File: config.mk
export PLATFORM = sky130hd
export DESIGN_NAME = cpu_bus_responder_flat
export DESIGN_NICKNAME = d
export VERILOG_FILES = /design/src/rtl/cpu_bus_responder_pkg.sv /design/src/rtl/cpu_bus_responder_if.sv /design/src/rtl/cpu_bus_responder_bus_lane_align.sv /design/src/rtl/cpu_bus_responder.sv /design/src/flat_wrapper.sv
export SDC_FILE = /design/constraint.sdc
export NUM_CORES = 1
export LEC_CHECK = 0
export ABC_AREA = 0
export CAP_MARGIN = 20
export CORE_AREA = 2 2 200 202
export DETAILED_ROUTE_END_ITERATION = 8
export DIE_AREA = 0 0 202 204
export GPL_ROUTABILITY_DRIVEN = 1
export PLACE_DENSITY = 0.64
export SYNTH_ARGS = -nofsm -noshare
export SYNTH_HDL_FRONTEND = slang
export SYNTH_HIERARCHICAL = 1
export SYNTH_SLANG_ARGS = --single-unit
File: constraint.sdc
create_clock -name clock -period 8.2 [get_ports clock]
set_input_delay 1.64 -clock clock [delete_from_list [all_inputs] [get_ports clock]]
set_output_delay 1.64 -clock clock [all_outputs]
set_load 0.005 [all_outputs]
File: src/rtl/cpu_bus_responder_pkg.sv
// -----------------------------------------------------------------------------
// cpu_bus_responder_pkg
// Shared types and constants for the CPU bus responder: bus widths, response
// codes, access-size codes, FSM state encoding, grant encoding and the
// alignment check used by the request decoder.
// No ports (package).
// -----------------------------------------------------------------------------
package cpu_bus_responder_pkg;

  localparam int INST_BUS = 32;  // fetch data width
  localparam int DATA_BUS = 64;  // load/store and backend beat width
  localparam int STRB_W   = DATA_BUS / 8;

  typedef enum logic [1:0] {
    RESP_OKAY   = 2'b00,
    RESP_SLVERR = 2'b10,
    RESP_DECERR = 2'b11
  } resp_e;

  typedef enum logic [1:0] {
    SIZE_B = 2'b00,
    SIZE_H = 2'b01,
    SIZE_W = 2'b10,
    SIZE_D = 2'b11
  } size_e;

  typedef enum logic [1:0] {
    ST_IDLE = 2'b00,
    ST_REQ  = 2'b01,
    ST_WAIT = 2'b10,
    ST_RESP = 2'b11
  } state_e;

  typedef enum logic {
    GRANT_IF  = 1'b0,
    GRANT_MEM = 1'b1
  } grant_e;

  // An access is misaligned when the low address bits are not a multiple
  // of the access size (2^size bytes).
  function automatic logic is_misaligned(input logic [2:0] offset, input size_e size);
    case (size)
      SIZE_B:  return 1'b0;
      SIZE_H:  return offset[0];
      SIZE_W:  return |offset[1:0];
      default: return |offset;
    endcase
  endfunction

endpackage

File: src/rtl/cpu_bus_responder_if.sv
// -----------------------------------------------------------------------------
// cpu_bus_responder_if
// Bundles the core-side fetch port (if_*), the core-side data port (mem_*)
// and the backend RAM request/response channel (ram_*).
//   modport slave  : the responder's view (core requests in, RAM requests out)
//   modport master : the environment's view (core + RAM model)
// Parameter ADDR_W : address width on both core ports and on the backend.
// -----------------------------------------------------------------------------
interface cpu_bus_responder_if
  import cpu_bus_responder_pkg::*;
#(
  parameter int ADDR_W = 64
) ();

  // Fetch port
  logic                if_valid;
  logic [ADDR_W-1:0]   if_addr;
  logic [1:0]          if_size;
  logic                if_req;
  logic                if_ready;
  logic [INST_BUS-1:0] if_data_read;
  logic [1:0]          if_resp;

  // Data port
  logic                mem_valid;
  logic [ADDR_W-1:0]   mem_addr;
  logic [1:0]          mem_size;
  logic                mem_req;
  logic [DATA_BUS-1:0] mem_data_write;
  logic                mem_ready;
  logic [DATA_BUS-1:0] mem_data_read;
  logic [1:0]          mem_resp;

  // Backend RAM channel
  logic                ram_req_valid;
  logic                ram_req_ready;
  logic [ADDR_W-1:0]   ram_addr;
  logic                ram_wen;
  logic [DATA_BUS-1:0] ram_wdata;
  logic [STRB_W-1:0]   ram_wstrb;
  logic                ram_rsp_valid;
  logic [DATA_BUS-1:0] ram_rdata;
  logic                ram_rsp_err;

  modport slave (
    input  if_valid, if_addr, if_size, if_req,
    output if_ready, if_data_read, if_resp,
    input  mem_valid, mem_addr, mem_size, mem_req, mem_data_write,
    output mem_ready, mem_data_read, mem_resp,
    output ram_req_valid, ram_addr, ram_wen, ram_wdata, ram_wstrb,
    input  ram_req_ready, ram_rsp_valid, ram_rdata, ram_rsp_err
  );

  modport master (
    output if_valid, if_addr, if_size, if_req,
    input  if_ready, if_data_read, if_resp,
    output mem_valid, mem_addr, mem_size, mem_req, mem_data_write,
    input  mem_ready, mem_data_read, mem_resp,
    input  ram_req_valid, ram_addr, ram_wen, ram_wdata, ram_wstrb,
    output ram_req_ready, ram_rsp_valid, ram_rdata, ram_rsp_err
  );

endinterface

File: src/rtl/cpu_bus_responder_bus_lane_align.sv
// -----------------------------------------------------------------------------
// bus_lane_align
// Purely combinational byte-lane steering between an LSB-aligned core view
// and the 8-byte-aligned backend beat.
//   size      in  2   access size code (B/H/W/D)
//   offset    in  3   byte offset within the beat (addr[2:0])
//   wdata_in  in  64  LSB-aligned store data
//   rdata_in  in  64  backend read beat
//   wstrb     out 8   byte strobes for the beat
//   wdata_out out 64  store data moved to its byte lanes
//   rdata_out out 64  read beat moved down to LSB (upper bytes not masked)
// -----------------------------------------------------------------------------
module bus_lane_align
  import cpu_bus_responder_pkg::*;
(
  input  size_e               size,
  input  logic [2:0]          offset,
  input  logic [DATA_BUS-1:0] wdata_in,
  input  logic [DATA_BUS-1:0] rdata_in,
  output logic [STRB_W-1:0]   wstrb,
  output logic [DATA_BUS-1:0] wdata_out,
  output logic [DATA_BUS-1:0] rdata_out
);

  logic [STRB_W-1:0] base_strb;
  logic [5:0]        bit_shift;

  always_comb begin
    case (size)
      SIZE_B:  base_strb = 8'h01;
      SIZE_H:  base_strb = 8'h03;
      SIZE_W:  base_strb = 8'h0F;
      default: base_strb = 8'hFF;
    endcase
    bit_shift = {offset, 3'b000};
    wstrb     = base_strb << offset;
    wdata_out = wdata_in << bit_shift;
    rdata_out = rdata_in >> bit_shift;
  end

endmodule

File: src/rtl/cpu_bus_responder.sv
// -----------------------------------------------------------------------------
// cpu_bus_responder
// Slave-side responder for the core's fetch and data ports. Arbitrates
// (data port has fixed priority), turns each accepted request into one
// single-beat backend RAM transaction, and returns data, a one-cycle ready
// pulse and a response code to the granted port. Misaligned requests and
// fetches that are not word-sized complete immediately with SLVERR and never
// touch the backend.
// Ports:
//   clock  in  system clock
//   reset  in  asynchronous, active-high reset
//   bus    cpu_bus_responder_if.slave (if_*, mem_*, ram_* signals)
// Parameters:
//   ADDR_W          address width (core ports and backend)
//   TIMEOUT_CYCLES  WAIT cycles before a DECERR watchdog response
// Optional feature macro: CPU_BUS_TIMEOUT_EN -- when defined, a watchdog ends
// a stuck WAIT with DECERR and zero data; otherwise WAIT has no limit.
// -----------------------------------------------------------------------------
module cpu_bus_responder
  import cpu_bus_responder_pkg::*;
#(
  parameter int ADDR_W         = 64,
  parameter int TIMEOUT_CYCLES = 255
) (
  input logic                clock,
  input logic                reset,
  cpu_bus_responder_if.slave bus
);

  state_e              state_q, state_d;
  grant_e              grant_q, grant_d;
  logic [ADDR_W-1:0]   addr_q, addr_d;
  size_e               size_q, size_d;
  logic                wen_q, wen_d;
  logic [DATA_BUS-1:0] wdata_q, wdata_d;
  logic [INST_BUS-1:0] if_data_q, if_data_d;
  logic [1:0]          if_resp_q, if_resp_d;
  logic [DATA_BUS-1:0] mem_data_q, mem_data_d;
  logic [1:0]          mem_resp_q, mem_resp_d;

  logic                load_rsp;
  resp_e               rsp_code;
  logic [DATA_BUS-1:0] rsp_data;
  logic                req_err;

  logic [STRB_W-1:0]   lane_wstrb;
  logic [DATA_BUS-1:0] lane_wdata;
  logic [DATA_BUS-1:0] lane_rdata;

  // Fetches are always reads, so the fetch direction bit carries no information.
  logic unused_if_req;
  assign unused_if_req = bus.if_req;

`ifdef CPU_BUS_TIMEOUT_EN
  localparam int CNT_W = (TIMEOUT_CYCLES > 255) ? $clog2(TIMEOUT_CYCLES + 1) : 8;
  logic [CNT_W-1:0] wait_cnt_q, wait_cnt_d;
`else
  // Without the watchdog the timeout length has no effect.
  logic [31:0] unused_timeout;
  assign unused_timeout = TIMEOUT_CYCLES;
`endif

  bus_lane_align u_lane_align (
    .size      (size_q),
    .offset    (addr_q[2:0]),
    .wdata_in  (wdata_q),
    .rdata_in  (bus.ram_rdata),
    .wstrb     (lane_wstrb),
    .wdata_out (lane_wdata),
    .rdata_out (lane_rdata)
  );

  // Arbitration, request capture and FSM next state.
  // NOTE: every variable gets a default before the case so no path leaves it
  // unassigned -- that is what keeps always_comb from inferring latches.
  always_comb begin
    state_d  = state_q;
    grant_d  = grant_q;
    addr_d   = addr_q;
    size_d   = size_q;
    wen_d    = wen_q;
    wdata_d  = wdata_q;
    load_rsp = 1'b0;
    rsp_code = RESP_OKAY;
    rsp_data = '0;
    req_err  = 1'b0;
`ifdef CPU_BUS_TIMEOUT_EN
    wait_cnt_d = wait_cnt_q;
`endif

    case (state_q)
      ST_IDLE: begin
        if (bus.mem_valid) begin
          grant_d = GRANT_MEM;
          addr_d  = bus.mem_addr;
          size_d  = size_e'(bus.mem_size);
          wen_d   = bus.mem_req;
          wdata_d = bus.mem_data_write;
          req_err = is_misaligned(bus.mem_addr[2:0], size_e'(bus.mem_size));
        end else if (bus.if_valid) begin
          grant_d = GRANT_IF;
          addr_d  = bus.if_addr;
          size_d  = size_e'(bus.if_size);
          wen_d   = 1'b0;
          wdata_d = '0;
          req_err = (size_e'(bus.if_size) != SIZE_W) ||
                    is_misaligned(bus.if_addr[2:0], SIZE_W);
        end
        if (bus.mem_valid || bus.if_valid) begin
          if (req_err) begin
            // Rejected requests skip the backend entirely.
            state_d  = ST_RESP;
            load_rsp = 1'b1;
            rsp_code = RESP_SLVERR;
          end else begin
            state_d = ST_REQ;
          end
        end
      end

      ST_REQ: begin
        if (bus.ram_req_ready) begin
          state_d = ST_WAIT;
`ifdef CPU_BUS_TIMEOUT_EN
          wait_cnt_d = '0;
`endif
        end
      end

      ST_WAIT: begin
`ifdef CPU_BUS_TIMEOUT_EN
        wait_cnt_d = wait_cnt_q + 1'b1;
`endif
        if (bus.ram_rsp_valid) begin
          state_d  = ST_RESP;
          load_rsp = 1'b1;
          rsp_code = bus.ram_rsp_err ? RESP_SLVERR : RESP_OKAY;
          rsp_data = lane_rdata;
        end
`ifdef CPU_BUS_TIMEOUT_EN
        else if (wait_cnt_q == CNT_W'(TIMEOUT_CYCLES - 1)) begin
          // Give up; a response arriving later lands in IDLE and is ignored.
          state_d  = ST_RESP;
          load_rsp = 1'b1;
          rsp_code = RESP_DECERR;
          rsp_data = '0;
        end
`endif
      end

      ST_RESP: state_d = ST_IDLE;

      default: state_d = ST_IDLE;
    endcase
  end

  // Response registers: only the granted port's data/resp change, and they
  // hold until that port's next completion.
  always_comb begin
    if_data_d  = if_data_q;
    if_resp_d  = if_resp_q;
    mem_data_d = mem_data_q;
    mem_resp_d = mem_resp_q;
    if (load_rsp) begin
      if (grant_d == GRANT_MEM) begin
        mem_data_d = rsp_data;
        mem_resp_d = rsp_code;
      end else begin
        if_data_d = rsp_data[INST_BUS-1:0];
        if_resp_d = rsp_code;
      end
    end
  end

  // NOTE: sequential state uses non-blocking assignments so every flop samples
  // the pre-edge values regardless of statement order.
  always_ff @(posedge clock or posedge reset) begin
    if (reset) begin
      state_q    <= ST_IDLE;
      grant_q    <= GRANT_IF;
      addr_q     <= '0;
      size_q     <= SIZE_B;
      wen_q      <= 1'b0;
      wdata_q    <= '0;
      if_data_q  <= '0;
      if_resp_q  <= '0;
      mem_data_q <= '0;
      mem_resp_q <= '0;
`ifdef CPU_BUS_TIMEOUT_EN
      wait_cnt_q <= '0;
`endif
    end else begin
      state_q    <= state_d;
      grant_q    <= grant_d;
      addr_q     <= addr_d;
      size_q     <= size_d;
      wen_q      <= wen_d;
      wdata_q    <= wdata_d;
      if_data_q  <= if_data_d;
      if_resp_q  <= if_resp_d;
      mem_data_q <= mem_data_d;
      mem_resp_q <= mem_resp_d;
`ifdef CPU_BUS_TIMEOUT_EN
      wait_cnt_q <= wait_cnt_d;
`endif
    end
  end

  // Backend request fields are only presented while the request is offered.
  logic in_req;
  assign in_req = (state_q == ST_REQ);

  assign bus.ram_req_valid = in_req;
  assign bus.ram_addr      = in_req ? {addr_q[ADDR_W-1:3], 3'b000} : '0;
  assign bus.ram_wen       = in_req & wen_q;
  assign bus.ram_wdata     = (in_req && wen_q) ? lane_wdata : '0;
  assign bus.ram_wstrb     = (in_req && wen_q) ? lane_wstrb : '0;

  assign bus.if_ready      = (state_q == ST_RESP) && (grant_q == GRANT_IF);
  assign bus.mem_ready     = (state_q == ST_RESP) && (grant_q == GRANT_MEM);
  assign bus.if_data_read  = if_data_q;
  assign bus.if_resp       = if_resp_q;
  assign bus.mem_data_read = mem_data_q;
  assign bus.mem_resp      = mem_resp_q;

endmodule

File: src/flat_wrapper.sv
// flat-port wrapper written by rule: the top's interface ports become plain ports
module cpu_bus_responder_flat import cpu_bus_responder_pkg::*;
#(
  parameter int ADDR_W         = 64,
  parameter int TIMEOUT_CYCLES = 255
)
  (clock, reset, bus_if_valid, bus_if_addr, bus_if_size, bus_if_req, bus_if_ready, bus_if_data_read, bus_if_resp, bus_mem_valid, bus_mem_addr, bus_mem_size, bus_mem_req, bus_mem_data_write, bus_mem_ready, bus_mem_data_read, bus_mem_resp, bus_ram_req_valid, bus_ram_addr, bus_ram_wen, bus_ram_wdata, bus_ram_wstrb, bus_ram_req_ready, bus_ram_rsp_valid, bus_ram_rdata, bus_ram_rsp_err);
  cpu_bus_responder_if #(.ADDR_W(ADDR_W)) bus_i ();
  input logic clock;
  input logic reset;
  input wire logic [$bits(bus_i.if_valid)-1:0] bus_if_valid;
  input wire logic [$bits(bus_i.if_addr)-1:0] bus_if_addr;
  input wire logic [$bits(bus_i.if_size)-1:0] bus_if_size;
  input wire logic [$bits(bus_i.if_req)-1:0] bus_if_req;
  output wire logic [$bits(bus_i.if_ready)-1:0] bus_if_ready;
  output wire logic [$bits(bus_i.if_data_read)-1:0] bus_if_data_read;
  output wire logic [$bits(bus_i.if_resp)-1:0] bus_if_resp;
  input wire logic [$bits(bus_i.mem_valid)-1:0] bus_mem_valid;
  input wire logic [$bits(bus_i.mem_addr)-1:0] bus_mem_addr;
  input wire logic [$bits(bus_i.mem_size)-1:0] bus_mem_size;
  input wire logic [$bits(bus_i.mem_req)-1:0] bus_mem_req;
  input wire logic [$bits(bus_i.mem_data_write)-1:0] bus_mem_data_write;
  output wire logic [$bits(bus_i.mem_ready)-1:0] bus_mem_ready;
  output wire logic [$bits(bus_i.mem_data_read)-1:0] bus_mem_data_read;
  output wire logic [$bits(bus_i.mem_resp)-1:0] bus_mem_resp;
  output wire logic [$bits(bus_i.ram_req_valid)-1:0] bus_ram_req_valid;
  output wire logic [$bits(bus_i.ram_addr)-1:0] bus_ram_addr;
  output wire logic [$bits(bus_i.ram_wen)-1:0] bus_ram_wen;
  output wire logic [$bits(bus_i.ram_wdata)-1:0] bus_ram_wdata;
  output wire logic [$bits(bus_i.ram_wstrb)-1:0] bus_ram_wstrb;
  input wire logic [$bits(bus_i.ram_req_ready)-1:0] bus_ram_req_ready;
  input wire logic [$bits(bus_i.ram_rsp_valid)-1:0] bus_ram_rsp_valid;
  input wire logic [$bits(bus_i.ram_rdata)-1:0] bus_ram_rdata;
  input wire logic [$bits(bus_i.ram_rsp_err)-1:0] bus_ram_rsp_err;
  assign bus_i.if_valid = bus_if_valid;
  assign bus_i.if_addr = bus_if_addr;
  assign bus_i.if_size = bus_if_size;
  assign bus_i.if_req = bus_if_req;
  assign bus_if_ready = bus_i.if_ready;
  assign bus_if_data_read = bus_i.if_data_read;
  assign bus_if_resp = bus_i.if_resp;
  assign bus_i.mem_valid = bus_mem_valid;
  assign bus_i.mem_addr = bus_mem_addr;
  assign bus_i.mem_size = bus_mem_size;
  assign bus_i.mem_req = bus_mem_req;
  assign bus_i.mem_data_write = bus_mem_data_write;
  assign bus_mem_ready = bus_i.mem_ready;
  assign bus_mem_data_read = bus_i.mem_data_read;
  assign bus_mem_resp = bus_i.mem_resp;
  assign bus_ram_req_valid = bus_i.ram_req_valid;
  assign bus_ram_addr = bus_i.ram_addr;
  assign bus_ram_wen = bus_i.ram_wen;
  assign bus_ram_wdata = bus_i.ram_wdata;
  assign bus_ram_wstrb = bus_i.ram_wstrb;
  assign bus_i.ram_req_ready = bus_ram_req_ready;
  assign bus_i.ram_rsp_valid = bus_ram_rsp_valid;
  assign bus_i.ram_rdata = bus_ram_rdata;
  assign bus_i.ram_rsp_err = bus_ram_rsp_err;
  cpu_bus_responder #(.ADDR_W(ADDR_W), .TIMEOUT_CYCLES(TIMEOUT_CYCLES)) u_core (.clock(clock), .reset(reset), .bus(bus_i));
endmodule
# After elaboration in Yosys (flattened, before gate mapping)
# Cells that the tools add are included.
# word_totals
register_bits	234
output_inout_bits	240
# classes
eq_ne	11
n_shift	3
n_mux	38
bitwise_logic	3
reduce_logical	16
# ops
cell	count
$mux 64	8
$shl 64x6->64	1
$shr 64x6->64	1
$pmux 8 s3	1
$mux 2	10
$mux 1	14
$eq 2x2->1 const B	4
$mux 8	1
$pmux 2 s4	1
$shl 8x3->8	1
$eq 2x1->1 const B	3
$logic_not 2->1	3
$ne 2x2->1 const B	3
$reduce_and 2->1	3
$pmux 2 s2	1
$reduce_or 2->1	2
$logic_and 1x1->1	3
$pmux 1 s3	1
$reduce_and 3->1	1
$reduce_or 3->1	1
$logic_or 1x1->1	2
$ne 2x1->1 const B	1
$not 1->1	2
$pmux 1 s2	1
other kinds (2)	2

# Longest topological paths before layout
# Gate-level depths: netlist of run 1.
# logic_depth
ltp_word	12
depth_mapped	9
mapped_depth_nobuf	6

# Hierarchy
# Netlist of run 1, hierarchy kept.
# by_module_without_submodules
mod	instances	cells_per_inst	area_per_inst_um2	seq_area_each_um2
cpu_bus_responder	1	856	10040.9	5805.6
bus_lane_align	1	465	3229.3	0.0

# Least setup slack after synthesis of run 1
# Ideal clock, no wire load.
# synth_path
path_kind	reg2out
start	register u_core.addr_q[0]
end	output port bus_ram_wdata[57]
t_arrival_ns	1.499
t_required_ns	6.560
path_slack_ns	5.061
stages_incl_launch_ff	8
path_buffers	3
cell_sequence	dfrtp_1 buf_6 buf_6 buf_2 mux2_2 o22ai_1 nor2_1 and3_1
# synth_between
elab_chain_cells	2
# synth_lines
item	line	source
start: declaration	cpu_bus_responder.sv:32	logic [ADDR_W-1:0] addr_q, addr_d;
start signal: assignment	cpu_bus_responder.sv:195	addr_q <= addr_d;
$shl 64x6->64	cpu_bus_responder_bus_lane_align.sv:37	wdata_out = wdata_in << bit_shift;
named net u_core.lane_wdata[57]	cpu_bus_responder.sv:47	logic [DATA_BUS-1:0] lane_wdata;
$mux 64	cpu_bus_responder.sv:216	assign bus.ram_wdata = (in_req && wen_q) ? lane_wdata : '0;
end: declaration	flat_wrapper.sv:29	output wire logic [$bits(bus_i.ram_wdata)-1:0] bus_ram_wdata;
# The timed path passes the listed nets, and every way through them passes these cells.

# Worst setup path after layout of run 1
# layout_path
start	register u_core.addr_q[1]
end	output port bus_ram_wdata[48]
# Same word-level chain as after synthesis.

==> results of run 1 <==
==> cells in the mapped netlist, types with 2 or more instances <==
| library cell | n | area (um2) |
|---|---|---|
| sky130_fd_sc_hd__buf_4 | 10 | 75.1 |
| sky130_fd_sc_hd__nor3b_1 | 3 | 22.5 |
| sky130_fd_sc_hd__buf_6 | 12 | 135 |
| sky130_fd_sc_hd__and3_1 | 72 | 450 |
| sky130_fd_sc_hd__and2_1 | 95 | 594 |
| sky130_fd_sc_hd__clkbuf_1 | 50 | 188 |
| sky130_fd_sc_hd__a31o_2 | 3 | 26.3 |
| sky130_fd_sc_hd__o21ai_0 | 83 | 415 |
| sky130_fd_sc_hd__buf_2 | 61 | 305 |
| sky130_fd_sc_hd__inv_1 | 10 | 37.5 |
| sky130_fd_sc_hd__a31oi_1 | 2 | 12.5 |
| sky130_fd_sc_hd__a22o_1 | 162 | 1420 |
| sky130_fd_sc_hd__o22ai_1 | 37 | 231 |
| sky130_fd_sc_hd__nand2b_1 | 4 | 25.0 |
| sky130_fd_sc_hd__nand2_1 | 125 | 469 |
| sky130_fd_sc_hd__a21oi_1 | 16 | 80.1 |
| sky130_fd_sc_hd__a211oi_1 | 4 | 30.0 |
| sky130_fd_sc_hd__ha_1 | 4 | 50.1 |
| sky130_fd_sc_hd__nor2_1 | 58 | 218 |
| sky130_fd_sc_hd__nor2b_1 | 4 | 25.0 |
| sky130_fd_sc_hd__mux2i_1 | 106 | 1060 |
| sky130_fd_sc_hd__a222oi_1 | 12 | 120 |
| sky130_fd_sc_hd__or2_2 | 4 | 25.0 |
| sky130_fd_sc_hd__buf_1 | 3 | 11.3 |
| sky130_fd_sc_hd__o2bb2ai_1 | 3 | 26.3 |
| sky130_fd_sc_hd__a2bb2oi_1 | 22 | 193 |
| sky130_fd_sc_hd__a22oi_1 | 19 | 143 |
| sky130_fd_sc_hd__mux2_2 | 76 | 856 |
| sky130_fd_sc_hd__dfrtp_1 | 232 | 5810 |
| sky130_fd_sc_hd__nor3_1 | 9 | 45.0 |
==> worst max-delay path, cell delays in order, from the launching register on <==
cell	delay, ns
sky130_fd_sc_hd__dfrtp_2	0.74
sky130_fd_sc_hd__buf_4	0.42
sky130_fd_sc_hd__nor2b_2	0.88
sky130_fd_sc_hd__a2bb2oi_1	0.21
sky130_fd_sc_hd__a222oi_1	0.53
sky130_fd_sc_hd__and3_1	0.23
sky130_fd_sc_hd__clkdlybuf4s50_1	0.50
==> through the flow <==
step	area [um2]	util [%]	hold slack (ns)
after floorplan	13300	-	0.442
after CTS	19500	49.8	0.476
after detailed placement	18500	47.2	0.463
after global placement	18500	47.2	0.453
after global routing	19500	49.8	0.498
final	19500	49.8	0.471
==> logic make-up after synthesis <==
logic type	count (synthesis)	synth area share, %
AO/OA/AOI/OAI	373	20.9
adder cells (fa/ha/maj)	4	0.377
buffers and inverters	146	5.67
flip-flops	232	43.7
multiplexers	182	14.4
other	1	0.0283
AND/OR/NAND/NOR	383	14.8
==> report_power, final <==
| part | switching (uW) | internal, uW |
|---|---|---|
| Sequential | 430 | 1630 |
| Clock | 542 | 824 |
| Combinational | 1910 | 1730 |
==> layer usage <==
metal	GRT usage (%)	wire length (um)
met5	0	0
met4	8.64	1830
met3	5.79	4510
met2	39.8	25000
met1	34.0	22500
==> layout make-up <==
type	count	share of cell area, %
Tap cell	525	3.36
Clock inverter	18	1.13
Clock buffer	36	4.11
Inverter	10	0.231
Sequential cell	232	29.8
Multi-Input combinational cell	947	34.7
Timing Repair Buffer	522	26.6
Antenna cell	5	0.0641
==> how the worst max path moves through the flow <==
stage	cells after the start	slack (ns)	start	to
after floorplan	1	0.20	reset	u_core/addr_q[0]
after global placement	6	3.14	u_core/addr_q[1]	bus_ram_wdata[48]
after detailed placement	6	3.14	u_core/addr_q[1]	bus_ram_wdata[48]
after CTS	6	2.51	u_core/addr_q[1]	bus_ram_wdata[48]
after global routing	6	2.31	u_core/addr_q[1]	bus_ram_wdata[50]
final	6	2.44	u_core/addr_q[1]	bus_ram_wdata[48]
==> flip-flops by register name, indices dropped and copies added (netlist names) <==
name / cells
u_core/grant_q: 1
u_core/wen_q: 1
u_core/addr_q: 64
u_core/bus.if_data_read: 32
u_core/state_q: 2
u_core/bus.if_resp: 1
u_core/bus.mem_resp: 1
u_core/wdata_q: 64
u_core/bus.mem_data_read: 64
u_core/size_q: 2
==> results.txt, run 1 <==
- In the global route stage, overall resource usage came out at 25.2%.
* IO Port Bufs: 502
- Including well taps, the total number of placed cells is 2235.
* Antenna-violating nets left: 0
* Number of H-tree levels: 1
- Max Clk Rate: 174 MHz
* Remaining global-route overflow: 0
* Hold bufs inserted after CTS: 0
* Number of detailed-routing iterations run before antenna repair: 5
* Critical path arrival: 4.12 ns
- Of the available clock period, the critical path in the final layout requires 70.2%.
- Synthesis handed over a netlist of 1321 instances.
- Maximum count of clock buffers along a single path: 3
- Detailed placement ended at an HPWL of 38.6 mm.
- The worst-case IR drop observed on VDD is 0.159 mV.
* Post-synth design cell area: 0.0133 mm2
- Entering global routing, the biggest net connects 159 pins.
- The floorplan step defined a die boundary enclosing 0.0412 mm2.
* Minimum clock period: 5.76 ns
- Source of the worst register-to-register timing path: u_core/addr_q[1]
- Timing analysis after detailed placement gives a worst setup slack of 3.14 ns.
* Number of placement rows: 73
- Combined area of the multi-input logic cells: 0.00679 mm2
- Average instance area after synthesis: 10.0 um2
- Pleak: 0.00870 uW
* Final Routed Wirelength: 53.9 mm
- Average detailed-routed wire length per instance: 23.5 um
* Crit end category: output pin
- GPL Wtd Cong: 0.916
- Proportion of layout cells with a drive suffix above 1: 10.0%
- CTS placed an instance of sky130_fd_sc_hd__clkbuf_16 at the clock tree root.
- The clock net in this run drives a total of 232 sinks.
* Number of enable flip-flop cells after synthesis: 0
- Post-CTS timing repair inserted 0 buffers for setup.
- Counting distinct cell types in the post-synthesis netlist gives 50.
- Async S/R FF share, synth: 100%
* Commonest non-fill, non-tap cells in the layout: sky130_fd_sc_hd__clkdlybuf4s50_1 (501), sky130_fd_sc_hd__dfrtp_1 (228), sky130_fd_sc_hd__a22o_1 (162), sky130_fd_sc_hd__nand2_1 (125), sky130_fd_sc_hd__mux2i_1 (106)
- Measured along the y axis, the die boundary spans 204 um.
- Unrepaired setup endpoints after global routing: false
- Relative to the synthesized area, the layout overhead comes to 47.2%.
* CP max FO: 27
- The setup check on the worst reg-to-reg path leaves a slack of 4.70 ns.
- Counting the fill cells in the layout gives 3627.
- Relative slew slack: 30.7%
* Outcome: finished clean
- Cell Count, Final, Fillers Out: 2295
* Total clock buffers created by CTS: 29
- Synthesis warning total: 6
- Synthesis inferred 232 register bits.
- The first global-routing pass estimated 79.8 mm of wire.
- Gates resized during post-CTS repair numbered 0.
* DRC violations left: 0
- At the worst endpoint, the required time is 6.56 ns.
* Hold Startpoint: u_core/addr_q[44]
- Among all flip-flop cells after synthesis, the most frequent one is sky130_fd_sc_hd__dfrtp_1.
- The die is 202 um wide.
* Area taken by flip-flops and latches: 0.00581 mm2
- Power spread over the standard cell area amounts to 362 mW/mm2.
- Hold path endpoint: u_core/addr_q[44]
- Routed vias/inst: 5.47
* Pins over their slew limit: 0
- The worst setup path is of the flip-flop to output pin kind.
- The worst hold path belongs to the class flip-flop to flip-flop.
* Initial antenna violation count: 7
- Clock tree from TritonCTS: built
- Commonest non-fill, non-tap cell in the layout: sky130_fd_sc_hd__clkdlybuf4s50_1
* Core Region: 0.0392 mm2
- The number of cells on the worst reg-to-reg path is 5.
* Power, Total: 7060 uW
- The later pin in the worst-skew pair is clocked with a latency of 0.57 ns.
- Number of hold-slack violations in the final timing report: 0
- Setup_tns: 0 ns
* Total number of vias: 12600
- For the pin with the worst max-slew slack, the measured transition is 1.04 ns.
* Number of primary I/O pins: 509
- CTS clk-pin slew, worst paths: 0.06 ns
- Setup violations remaining at the end of the flow were counted as 0.
- Of the synthesized area, sequential elements account for 43.7%.
- The worst hold path passes through 2 cells.
- The endpoint identified for the worst register-to-register timing path is u_core/bus.if_data_read[15].
- Worst clock skew: 0.0108 ns
* Post-layout net count: 2015
* Number of max-cap violations: 0
* Worst setup margin: 2.44 ns
- Violation count after the first detailed-route iteration: 1038
* Via count of the first global-routing pass: 12400
- The worst setup path is launched from a flip-flop.
- Once the floorplan was initialized, standard cells occupied 33.9% of the core.
Power figures use the tool's default switching activity.
==> run 2: changes to the inputs <==
Settings changed: CORE_AREA 2 2 200 202 to 2 2 197 199, DIE_AREA 0 0 202 204 to 0 0 199 201, PLACE_DENSITY 0.64 to 0.63.
Clock period 8.2 ns to 5.5 ns, I/O delays scaled along.
==> results.txt, run 2 (synthesis results as in run 1) <==
- At the end of the flow, the number of nets in the layout was 2020.
- Initial antenna violation count: 5
- Static timing analysis puts the maximum clock frequency at 213 MHz.
- Crit end category: output pin
* IO Port Bufs: 502
- Number of max-cap violations: 0
- Data arrives at the worst endpoint at 3.60 ns.
- Combined area of the multi-input logic cells: 0.00679 mm2
- Worst path max stage delay: 0.68 ns
* Proportion of layout cells with a drive suffix above 1: 10.3%
- Combinational share of power: 52.1%
* CTS clk-pin slew, worst paths: 0.06 ns
- Class of the tightest hold or removal check: flip-flop to flip-flop
- Commonest non-fill, non-tap cells in the layout: sky130_fd_sc_hd__clkdlybuf4s50_1 (501), sky130_fd_sc_hd__dfrtp_1 (228), sky130_fd_sc_hd__a22o_1 (162), sky130_fd_sc_hd__nand2_1 (125), sky130_fd_sc_hd__mux2i_1 (106)
- Placed cell areas: 0.0185 mm2
* Finished layout cell area: 0.0196 mm2
- Number of placement rows: 72
- In this run the count of I/O pins placed on the die edge is 509.
- Total number of vias: 12500
- Counting the buffers created by CTS gives 29.
- The final hold violation count is 0.
- The initial utilization of the core area, before any placement, comes to 34.8%.
- Dividing the detail-routed wire length by the instance count gives 23.7 um.
- The first detailed-routing pass ran for 6 iterations.
- Internal power of the cells: 6220 uW
* Die Area: 0.0400 mm2
* Cell with the largest stage delay on the worst path: sky130_fd_sc_hd__dfrtp_2
- Sequential share of power: 29.1%
- For this run, design rule violations remaining after detail routing come to 0.
- Family of cells with the greatest summed delay on the critical path: buffers and inverters
- Register-to-register setup slack: 2.10 ns
- CP max FO: 31
- Worst clock skew: 0.00883 ns
- The area growth from synthesis to layout is 47.5%.
* # fillers: 3484
- The number of hold buffers added after CTS was 0.
* Global router's overall resource usage: 26.6%
- In this run the power density over the cells is 538 mW/mm2.
- Dividing the final minimum period by the clock period gives 85.5%.
- STA classifies the critical path startpoint as a flip-flop.
- Worst-path cell chain: buf_4, nor2b_2, a2bb2oi_1, a222oi_1, and3_1, clkdlybuf4s50_1
- Hold Worst Slack: 0.471 ns
* Number of H-tree levels: 1
- # clock sinks: 232
* Switching Power: 4310 uW
* Routed vias/inst: 5.44
- The detail route stage leaves a number of antenna-violating nets equal to 0.
- Die boundary width: 199 um
- The number of buffers and inverters on the critical path is 2.
- TritonCTS built the clock tree.
- The core region is 0.0381 mm2.
* Maximum number of pins on one net before global-route repair: 198
- After clock tree synthesis, the repair step resized 0 gates.
- Start-to-end type of the worst setup path: flip-flop to output pin
- Final Routed Wirelength: 54.3 mm
* GPL Wtd Cong: 0.907
* Pleak: 0.00870 uW
* Via count of the first global-routing pass: 12400
- Portion of total power attributed to the clock network: 18.9%
* Setup_tns: 0 ns
- The first global-routing pass estimated 80.8 mm of wire.
* Switching portion of total power: 40.9%
* Clock Latency Late Sink: 0.57 ns
- After the first detailed-routing iteration, the DRC count stood at 1084.
- Remaining global-route overflow: 0
- Required time reported for the critical path endpoint: 4.40 ns
* Relative slew slack: 35.0%
- HPWL reported at the end of detailed placement: 39.3 mm
* Setup Viol. Count Final: 0
* Commonest non-fill, non-tap cell in the layout: sky130_fd_sc_hd__clkdlybuf4s50_1
* Pins over their slew limit: 0
- No sink is reached through more buffers than the 3 on the longest clock path.
- Area taken by flip-flops and latches: 0.00581 mm2
- Transition time at the pin with the least slew margin: 0.975 ns
- In this run the clock root is driven by a sky130_fd_sc_hd__clkbuf_16.
- IR analysis of the VDD net gives a maximum drop of 0.352 mV.
- Setup Fix Bufs, Post-CTS: 0
- Measured along the y axis, the die boundary spans 201 um.
- For the finished layout, the period the worst path requires is 4.70 ns.
- Unrepaired setup endpoints after global routing: false
- Outcome: finished clean
-- run 2: changes by cell type in the layout (fill, tap and decap cells not counted), sizes merged --
| cell | change |
|---|---|
| clkinvlp | +6 |
| buf | +5 |
| clkbuf | -5 |
| diode | -2 |
| clkinv | -1 |
| inv | -1 |
-- run 2: tightest hold or removal path, cell delays in order (launching register included) --
cell,delay [ns]
sky130_fd_sc_hd__dfrtp_1,0.33
sky130_fd_sc_hd__nand2_1,0.04
sky130_fd_sc_hd__o21ai_0,0.06
-- run 2: path summary, 6_finish.rpt --
kind / startpoint / to / cells past startpoint
setup reg to reg: u_core/addr_q[0] / u_core/bus.if_data_read[15] / 5
setup / recovery: u_core/addr_q[1] / bus_ram_wdata[50] / 6
max in group asynchronous: reset / u_core/wen_q / 3
hold / removal: u_core/addr_q[3] / u_core/addr_q[3] / 2
min in group asynchronous: reset / u_core/wdata_q[58] / 2
hold reg to reg: u_core/addr_q[3] / u_core/addr_q[3] / 2
-- run 2: layout make-up --
class                           instances  area share [%]
Timing Repair Buffer                  527            27.0
Inverter                               10           0.211
Multi-Input combinational cell        947            34.7
Sequential cell                       232            29.7
Tap cell                              518            3.31
Clock buffer                           31            3.80
Antenna cell                            3          0.0384
Clock inverter                         22            1.30
-- run 2: routing by layer --
metal	GRT usage [%]	part of all wire, %	up-vias
li1	-	-	5674
met1	35.8	42	5991
met2	43.2	47	694
met3	6.10	8.9	92
met4	6.88	2.8	0
met5	0	0	-
-- run 2: metrics by stage --
| step | util [%] | setup WS [ns] | cells | power (uW) |
|---|---|---|---|---|
| after global placement | 48.6 | 1.45 | 2232 | 8370 |
| after detailed placement | 48.6 | 1.44 | 2232 | 8440 |
| after CTS | 51.2 | 0.813 | 2285 | 10500 |
| after floorplan | - | 1.36 | 1325 | 6130 |
| after global routing | 51.4 | 0.699 | 2290 | 11100 |
| final | 51.4 | 0.799 | 2290 | 10500 |
-- run 2: power by group through the flow --
stage | Clock [uW] | Sequential, uW | Combinational (uW)
after floorplan | 0 | 2810 | 3320
after global placement | 0 | 3090 | 5280
after detailed placement | 0 | 3110 | 5330
after CTS | 2030 | 3090 | 5360
after global routing | 2100 | 3150 | 5900
final | 1990 | 3060 | 5480
==> run 3: changes to the inputs <==
Settings changed: CORE_AREA 2 2 197 199 to 5 5 194 196, CTS_BUF_LIST from default to sky130_fd_sc_hd__clkbuf_4 sky130_fd_sc_hd__clkbuf_8 sky130_fd_sc_hd__clkbuf_16, PLACE_DENSITY 0.63 to 0.67, SLEW_MARGIN from default to 40.
==> results.txt, run 3 (synthesis results as in run 1) <==
- Number of placement rows: 70
- Class of the tightest hold or removal check: flip-flop to flip-flop
* Final Routed Wirelength: 55.7 mm
- Clock Latency Late Sink: 0.54 ns
- Register-to-register setup slack: 2.27 ns
- CTS built an H-tree with a depth of 1.
- After floorplanning, the core was sized to cover 0.0359 mm2.
- Outcome: finished clean
- The number of clock buffers added by TritonCTS is 28.
- Minimum clock period: 4.68 ns
* Setup Fix Bufs, Post-CTS: 0
- Entering global routing, the biggest net connects 198 pins.
* Antenna-violating nets left: 0
- The design draws 10600 uW.
- The worst path uses 85.1% of the clock period.
- IO Port Bufs: 502
- Transition time at the pin with the least slew margin: 0.910 ns
* DRC violations left: 0
- After detailed routing, the number of vias per cell comes to 5.60.
* Number of max-cap violations: 0
- Once the clock tree was built, the resizer swapped 0 gates to a different size.
- The startpoint identified for the worst hold timing path is u_core/addr_q[10].
- Global router's overall resource usage: 26.6%
* Max Clk Rate: 214 MHz
* Via count of the first global-routing pass: 12800
* Worst clock skew: 0.00671 ns
- For this design the ratio of total power to cell area is 541 mW/mm2.
* Place WS: 1.45 ns
- The worst setup path is captured at an output pin.
- Total number of vias: 12500
- GPL Wtd Cong: 0.915
- Routed length on met3: 4.99 mm
* Maximum count of clock buffers along a single path: 3
- Clock tree from TritonCTS: built
* Setup_tns: 0 ns
- Among all stages on the critical path, the largest delay is contributed by sky130_fd_sc_hd__dfrtp_2.
- Along the worst path, the maximum fanout reaches 37.
- Post-layout net count: 2022
- The first detailed-routing pass took 6 iterations.
* CTS clk-pin slew, worst paths: 0.06 ns
* # clock sinks: 232
- In this run the critical register-to-register path is launched from u_core/addr_q[1].
- Setup repair after global routing left no endpoint under its margin.
- Relative to the synthesized area, the layout overhead comes to 47.4%.
- The library cell used most frequently in the layout, excluding fill and tap cells, is sky130_fd_sc_hd__clkdlybuf4s50_1.
- Along the worst hold path, the cell count comes to 2.
- Dividing the detail-routed wire length by the instance count gives 24.9 um.
- The library cells used most frequently in the layout, excluding fill and tap cells, are sky130_fd_sc_hd__clkdlybuf4s50_1 (501), sky130_fd_sc_hd__dfrtp_1 (228), sky130_fd_sc_hd__a22o_1 (162), sky130_fd_sc_hd__nand2_1 (125), sky130_fd_sc_hd__mux2i_1 (106).
- After detailed routing, the met2 layer carries 26.2 mm of wire.
- R2r endpoint: u_core/bus.if_data_read[15]
* Worst path max stage delay: 0.87 ns
- Across all hold checks on the routed design, the worst slack comes to 0.471 ns.
* Start-to-end type of the worst setup path: flip-flop to output pin
- Measured against its own limit, the worst slew margin works out to 39.3%.
* Cell count of the worst reg-to-reg path: 5
- Initial Util: 37.0%
- Pins over their slew limit: 0
- The initial antenna violation count was 5.
- Pleak: 0.00875 uW
- Worst-path cell chain: nor2b_2, a2bb2oi_1, a222oi_1, and3_1, clkdlybuf4s50_1
- Summed over all nets, the half-perimeter wirelength after detailed placement is 41.2 mm.
- First-pass GRT wire length: 82.3 mm
- At the worst endpoint, the arrival time is 3.58 ns.
* Wire length on met1: 22.5 mm
- Die boundary width: 199 um
- The final hold violation count was 0.
- Crit start category: flip-flop
* Hold bufs inserted after CTS: 0
* Required time reported for the critical path endpoint: 4.40 ns
- Global routing finished with a remaining overflow of 0.
- IR analysis of the VDD net gives a maximum drop of 0.328 mV.
* Uppermost metal layer occupied by signal nets: met5
- In this run the vertical extent of the chip is 201 um.
- The path with the worst hold slack has its endpoint at u_core/addr_q[10].
- Violation count after the first detailed-route iteration: 1183
- Number of primary I/O pins: 509
- Setup violations remaining at the end of the flow were counted as 0.
* Die Area: 0.0400 mm2
- Worst setup margin: 0.818 ns
* Cell at the root of the clock tree: sky130_fd_sc_hd__clkbuf_16
- Of the cells placed in the final design, the portion with a size suffix greater than 1 is 10.4%.
[run 3: cell type report]
cell class                      count  area [um2]
Fill cell                        3214       16300
Antenna cell                        3        7.51
Inverter                           10        41.3
Multi-Input combinational cell    947        6790
Tap cell                          468         586
Clock inverter                     13         179
Timing Repair Buffer              530        5320
Sequential cell                   232        5820
Clock buffer                       38         825
[run 3: how the worst max path moves through the flow]
stage / from / end / slack [ns]
2_1_floorplan: reset / u_core/addr_q[0] / 1.36
3_3_place_gp: u_core/addr_q[1] / bus_ram_wdata[51] / 1.48
3_5_place_dp: u_core/addr_q[1] / bus_ram_wdata[51] / 1.45
4_1_cts: u_core/addr_q[1] / bus_ram_wdata[51] / 0.82
5_1_grt: u_core/addr_q[1] / bus_ram_wdata[51] / 0.68
6_report: u_core/addr_q[1] / bus_ram_wdata[51] / 0.82
[run 3: stage by stage]
stage	std cells	util [%]	instance area (um2)
finish	2241	54.5	19600
detailed placement	2184	51.5	18500
global route	2241	54.5	19600
CTS	2235	54.3	19500
floorplan	1325	-	13300
global placement	2183	51.4	18500
[run 3: worst max-delay path, delay by kind of cell (launching register included)]
kind            cells  cell delay [ns]
compound gates      2             0.61
buf+inv             1             0.53
flops               1             0.87
simple gates        2             1.02
[run 3: power breakdown]
group          internal, uW  total, uW  switching, uW
Combinational          2620       5480           2860
Sequential             2430       3100            671
Clock                  1240       1990            759
[run 3: layer usage]
metal	GRT usage [%]	vias to the layer above
met4	8.48	2
met2	42.8	698
met5	0	-
met3	5.49	109
li1	-	5687
met1	36.0	6047
